===== config.mk =====
export PLATFORM = sky130hd
export DESIGN_NAME = brightness_mac_stage
export DESIGN_NICKNAME = d
export VERILOG_FILES = /design/src/rtl/brightness_pkg.sv /design/src/rtl/brightness_pipe_reg.sv /design/src/rtl/brightness_mac_stage.sv
export SDC_FILE = /design/constraint.sdc
export NUM_CORES = 1
export LEC_CHECK = 0
export CAP_MARGIN = 10
export CORE_MARGIN = 4
export CORE_UTILIZATION = 54
export DETAILED_ROUTE_END_ITERATION = 6
export GPL_TIMING_DRIVEN = 0
export PLACE_DENSITY_LB_ADDON = 0.12
export SLEW_MARGIN = 20
export SYNTH_ARGS = -nofsm -noshare
export SYNTH_HDL_FRONTEND = slang
export SYNTH_SLANG_ARGS = --single-unit

===== constraint.sdc =====
create_clock -name clk -period 13.8 [get_ports clk]
set_input_delay 2.07 -clock clk [delete_from_list [all_inputs] [get_ports clk]]
set_output_delay 2.07 -clock clk [all_outputs]
set_load 0.005 [all_outputs]

===== src/rtl/brightness_pkg.sv =====
// Shared widths, state encoding and result types for the brightness/contrast MAC stage.
// Also holds the fixed-point round-and-scale helper used by the second pipeline stage.
package brightness_pkg;

    localparam int PIX_W     = 8;
    localparam int GAIN_W    = 12;
    localparam int FRAC_BITS = 8;
    localparam int OFS_W     = 16;
    localparam int OUT_W     = 24;
    localparam int PROD_W    = PIX_W + GAIN_W + 1;

    localparam logic signed [GAIN_W-1:0] GAIN_ONE   = GAIN_W'(12'h100);
    localparam logic signed [PROD_W-1:0] ROUND_HALF = PROD_W'(2 ** (FRAC_BITS - 1));

    typedef enum logic [1:0] {
        IDLE  = 2'd0,
        RUN   = 2'd1,
        DRAIN = 2'd2
    } bmac_state_t;

    typedef logic signed [OUT_W-1:0]  bmac_res_t;
    typedef logic signed [PROD_W-1:0] bmac_prod_t;

    // S1 carries the offset next to the product so each pixel keeps the offset
    // that was active when it was accepted.
    typedef struct packed {
        bmac_prod_t               prod;
        logic signed [OFS_W-1:0]  offset;
    } s1_dat_t;

    // Round half up, then arithmetic shift; result sign-extended to OUT_W.
    function automatic bmac_res_t round_scale(input bmac_prod_t prod);
        bmac_prod_t rsum;
        bmac_prod_t rshift;
        rsum   = prod + ROUND_HALF;
        rshift = rsum >>> FRAC_BITS;
        return {{(OUT_W - PROD_W){rshift[PROD_W-1]}}, rshift};
    endfunction

endpackage


===== src/rtl/brightness_pipe_reg.sv =====
// Purpose: one valid/data/last pipeline register stage with an advance enable.
// Latency: 1 cycle from load to output.
// Backpressure: holds contents whenever adv is low; caller derives adv from downstream ready.
module brightness_pipe_reg #(
    parameter int W = 8
) (
    input  logic         clk,
    input  logic         rst_n,
    input  logic         adv,
    input  logic         in_vld,
    input  logic [W-1:0] in_dat,
    input  logic         in_last,
    output logic         out_vld,
    output logic [W-1:0] out_dat,
    output logic         out_last
);

    always_ff @(posedge clk or negedge rst_n) begin
        if (!rst_n) begin
            out_vld  <= 1'b0;
            out_dat  <= '0;
            out_last <= 1'b0;
        end else if (adv) begin
            out_vld <= in_vld;
            // Bubbles leave the data alone so the last result stays on the bus.
            if (in_vld) begin
                out_dat  <= in_dat;
                out_last <= in_last;
            end
        end
    end

endmodule


===== src/rtl/brightness_mac_stage.sv =====
// Purpose: per-pixel round(pix*gain)+offset with frame-atomic gain/offset, feeding the clamp normalizer.
// Latency: 2 cycles (S1 product, S2 scaled sum), throughput 1 pixel/clk.
// Backpressure: two-stage skid-free valid/ready; in_ready forced low while a frame's tail drains.
module brightness_mac_stage
    import brightness_pkg::*;
(
    input  logic                     clk,
    input  logic                     rst_n,
    input  logic                     cfg_we,
    input  logic signed [GAIN_W-1:0] cfg_gain,
    input  logic signed [OFS_W-1:0]  cfg_offset,
    output logic                     cfg_pending,
    input  logic                     in_valid,
    output logic                     in_ready,
    input  logic [PIX_W-1:0]         in_pix,
    input  logic                     in_last,
    output logic                     out_valid,
    input  logic                     out_ready,
    output logic signed [OUT_W-1:0]  out_value,
    output logic                     out_last,
    output logic                     busy
);

    bmac_state_t state_q;
    bmac_state_t state_d;

    logic signed [GAIN_W-1:0] act_gain;
    logic signed [OFS_W-1:0]  act_ofs;
    logic signed [GAIN_W-1:0] shd_gain;
    logic signed [OFS_W-1:0]  shd_ofs;

    logic adv1;
    logic adv2;
    logic accept;
    logic out_fire;
    logic drain_done;

    s1_dat_t   s1_in;
    s1_dat_t   s1_dat;
    logic      s1_vld;
    logic      s1_last;
    bmac_res_t s2_in;
    logic [OUT_W-1:0] s2_dat;
    logic      s2_vld;
    logic      s2_last;

    bmac_prod_t pix_ext;
    bmac_prod_t gain_ext;

    // ------------------------------------------------------------------
    // Handshake
    // ------------------------------------------------------------------
    assign adv2       = !s2_vld || out_ready;
    assign adv1       = !s1_vld || adv2;
    assign in_ready   = adv1 && (state_q != DRAIN);
    assign accept     = in_valid && in_ready;
    assign out_fire   = s2_vld && out_ready;
    assign drain_done = (state_q == DRAIN) && out_fire && s2_last;

    // ------------------------------------------------------------------
    // Arithmetic: the 21-bit product of a 9-bit non-negative pixel and a
    // 12-bit signed gain cannot overflow.
    // ------------------------------------------------------------------
    assign pix_ext  = PROD_W'({1'b0, in_pix});
    assign gain_ext = PROD_W'(act_gain);

    always_comb begin
        s1_in        = '0;
        s1_in.prod   = pix_ext * gain_ext;
        s1_in.offset = act_ofs;
    end

    assign s2_in = round_scale(s1_dat.prod)
                 + {{(OUT_W - OFS_W){s1_dat.offset[OFS_W-1]}}, s1_dat.offset};

    brightness_pipe_reg #(
        .W ($bits(s1_dat_t))
    ) u_s1 (
        .clk      (clk),
        .rst_n    (rst_n),
        .adv      (adv1),
        .in_vld   (accept),
        .in_dat   (s1_in),
        .in_last  (in_last),
        .out_vld  (s1_vld),
        .out_dat  (s1_dat),
        .out_last (s1_last)
    );

    brightness_pipe_reg #(
        .W (OUT_W)
    ) u_s2 (
        .clk      (clk),
        .rst_n    (rst_n),
        .adv      (adv2),
        .in_vld   (s1_vld),
        .in_dat   (s2_in),
        .in_last  (s1_last),
        .out_vld  (s2_vld),
        .out_dat  (s2_dat),
        .out_last (s2_last)
    );

    assign out_valid = s2_vld;
    assign out_value = s2_dat;
    assign out_last  = s2_last;

    // ------------------------------------------------------------------
    // Frame FSM
    // ------------------------------------------------------------------
    always_ff @(posedge clk or negedge rst_n) begin
        if (!rst_n) begin
            state_q <= IDLE;
        end else begin
            state_q <= state_d;
        end
    end

    always_comb begin
        state_d = state_q;
        busy    = (state_q != IDLE);
        case (state_q)
            IDLE: begin
                if (accept) begin
                    state_d = in_last ? DRAIN : RUN;
                end
            end
            RUN: begin
                if (accept && in_last) begin
                    state_d = DRAIN;
                end
            end
            DRAIN: begin
                if (drain_done) begin
                    state_d = IDLE;
                end
            end
            default: state_d = IDLE;
        endcase
    end

    // ------------------------------------------------------------------
    // Configuration: direct in an idle cycle, otherwise shadowed until the
    // frame's last result leaves.
    // ------------------------------------------------------------------
    always_ff @(posedge clk or negedge rst_n) begin
        if (!rst_n) begin
            act_gain    <= GAIN_ONE;
            act_ofs     <= '0;
            shd_gain    <= GAIN_ONE;
            shd_ofs     <= '0;
            cfg_pending <= 1'b0;
        end else if (drain_done) begin
            // A write on the frame-end edge is newer than the shadow, so it wins.
            if (cfg_we) begin
                act_gain <= cfg_gain;
                act_ofs  <= cfg_offset;
            end else if (cfg_pending) begin
                act_gain <= shd_gain;
                act_ofs  <= shd_ofs;
            end
            cfg_pending <= 1'b0;
        end else if (cfg_we) begin
            if ((state_q == IDLE) && !accept) begin
                act_gain <= cfg_gain;
                act_ofs  <= cfg_offset;
            end else begin
                shd_gain    <= cfg_gain;
                shd_ofs     <= cfg_offset;
                cfg_pending <= 1'b1;
            end
        end
    end

endmodule


==> flow_summary.ini, run 1 <==
[run_status]
outcome = finished clean

[timing]
tns_ps = 0
finalCritPeriodShare = 0.502
final_hold_viol_count = 0
final_max_slew_viol_count = 0
max_slew_margin = 0.595
tightest_slew_ps = 608
finalSetupViolCount = 0
period_needed_ps = 6930
rsz0062_at_grt = no
skew_ps = 18.3
max_freq_ghz = 0.144

[setup_path]
path_cells = clkdlybuf4s50_1 -> clkbuf_1 -> nand2_1 -> inv_1 -> fa_1 -> inv_1 -> fa_1 -> fa_1 -> fa_1 -> inv_1 -> ha_1 -> o21a_1 -> o21ai_1 -> o22ai_1 -> a311oi_2 -> xor2_1 -> o21ai_1
path_buf_inv = 5
worstPathMaxFanout = 10
ff2ff_setup_slack_ps = 8830
cpLargestDelayFamily = adder cells
max_stage_delay_ps = 560
end_kind = flop
r2r_start = act_gain[8]
critPathSlowestCell = fa_1
start_kind = input port
crit_top_cell = fa_1
timing.rr.end = u_s1.out_dat[35]
cp.required_ps = 14040
crit_type = input port to flop
r2r_cells = 16
arrival_ps = 7170

[finish]
drive_gt1_frac = 0.0769
final_cell_mix = nand2_1, inv_1, dfrtp_1, fa_1, clkdlybuf4s50_1
fillerInstances = 1411
layout.nets = 1171
final_common_cell = nand2_1
n_antenna_cell = 0
area_growth_pct = 14.9

[grt]
grtUsageTotal = 0.217
overflow = 0
first_global_vias = 6733
grt_pass1_wl_um = 32000
antenna_found_initial = 0
grt_max_degree = 70

[job]
cap_violations = 0

[floorplan]
core.rowCount = 46
die_h_um = 136
ios = 71
start_util = 0.553
die_area_sq_um = 18400
chipWidth_um = 136
core_area_sq_um = 15900

[detailed_routing]
first_pass_iters = 5
via_per_inst = 5.17
wire_per_inst_um = 14.7
first_iter_violations = 331
vias = 6291
drc_errors = 0
detail-route-antenna-nets = 0
wl_um = 17900

[cts]
post_cts_buffers = 0
cts.sinks = 110
cts_buffers = 9
clock_path_buffers = 2
clk_pin_slew_ps = 90
postCtsHoldBufs = 0
htreeDepth = 3
tritoncts = built
cts_resized = 0
root_buffer = clkbuf_16
clkLatencyLatePin_ps = 360

[logic_synthesis]
yosysUniqueCellTypes = 62
netlist_instances = 914
ys.flop_type = dfrtp_1
yosys_register_bits = 110
yosys_warnings = 0
synth_nets = 1089
synth_edf_count = 0
ys_seq_area_frac = 0.313
synth_async_sr_flop_share = 1.00
synth_area_per_cell_sq_um = 9.65
netlist_area_sq_um = 8820

[place]
place.port_buffers = 70
dp_hpwl_um = 14500
gp_congestion = 0.877

[min_path]
hold_path.class = flop to flop
worstHoldEndpoint = u_s1.out_dat[4]
min_delay_path_depth = 2
hold_path.startpoint = act_ofs[4]
## per-stage QoR
stage	cell area [sq um]	setup slack, ps	util	hold WS (ps)	cells
3_3_place_gp	9790	6380	0.614	441	1200
2_1_floorplan	8820	7540	-	426	914
6_report	10100	6870	0.636	463	1217
3_5_place_dp	9820	6520	0.616	452	1201
5_1_grt	10100	6490	0.636	505	1217
4_1_cts	10100	6880	0.636	464	1217
## tightest hold or removal path, cell delays in order (launching register included)
cell     delay [ps]
dfrtp_1         350
nand2_1          50
nand2_1          50
## cells in the mapped netlist (4+ instances only)
cell type / number / area (sq um)
o21ai_0: 40 / 200
a21oi_1: 13 / 65.1
nor2_1: 7 / 26.3
nor3_1: 4 / 20.0
o21bai_1: 10 / 75.1
o31ai_1: 4 / 30.0
nand4_1: 5 / 31.3
clkbuf_1: 25 / 93.8
o21ai_1: 24 / 120
dfrtp_1: 108 / 2700
nand2_1: 168 / 631
mux2_2: 22 / 248
nand3_1: 10 / 50.1
buf_2: 4 / 20.0
mux2_1: 9 / 101
inv_1: 118 / 443
buf_4: 12 / 90.1
mux2i_1: 28 / 280
a21o_1: 7 / 52.6
and2_1: 49 / 307
nand2b_1: 7 / 43.8
and3_1: 9 / 56.3
ha_1: 55 / 688
xor2_1: 15 / 131
a211oi_1: 5 / 37.5
fa_1: 78 / 1560
xnor2_1: 21 / 184
## layer usage
layer  global-route usage  wire, um
met4               0.0566       219
met5                    0         0
met2                0.345      8270
met3               0.0338       737
met1                0.312      8660
## flip-flops by register name (all words and copies together), names as in the netlist, 2 cells and up
signal	count
u_s1.out_dat	30
act_gain	12
shd_ofs	16
shd_gain	12
act_ofs	16
u_s2.out_dat	17
state_q	2
## final cells by class
type                    count  area, sq um  share of cell area
inverters                 118          443              0.0437
clock buffers               9          225              0.0222
clock inverters             7         91.3             0.00901
plain buffers              44          230              0.0227
multi-input cells         642         5390               0.532
repair buffers             71          729              0.0720
flip-flops and latches    110         2760               0.272
well taps                 216          270              0.0267
## how the worst max path moves through the flow
stage | start | end | cells past startpoint | slack (ps)
finish | in_pix[0] | u_s1.out_dat[35] | 17 | 6870
global route | in_pix[0] | u_s1.out_dat[35] | 17 | 6490
CTS | in_pix[0] | u_s1.out_dat[35] | 17 | 6880
detailed placement | in_pix[3] | u_s1.out_dat[35] | 17 | 6520
global placement | rst_n | shd_gain[6] | 1 | 6380
floorplan | in_pix[1] | u_s1.out_dat[35] | 18 | 7540
## cell families (layout without fill, tap and decap cells)
family,count (synthesis),in the layout,synth area share
buffers and inverters,162,249,0.0764
AO/OA/AOI/OAI,136,136,0.0998
XOR/XNOR,36,36,0.0358
flip-flops,110,110,0.313
multiplexers,59,59,0.0714
adder cells (fa/ha/maj),133,133,0.255
AND/OR/NAND/NOR,278,278,0.149
Power of run 1 is not shown: default switching activity piles up to over one toggle a cycle in this logic, so the estimate is an artifact.
==> run 2: changes to the inputs <==
clock period = 7.16 ns   (was 13.8 ns; I/O delays follow)
==> results of run 2 <==
Same layout as run 1 (identical final DEF). Status: finished clean.
Among the figures that moved: setup slack after placement 6520 ps -> 878 ps; setup slack after layout 6870 ps -> 1230 ps; register-to-register setup slack 8830 ps -> 2190 ps
Power of run 2 is left out for the same reason.
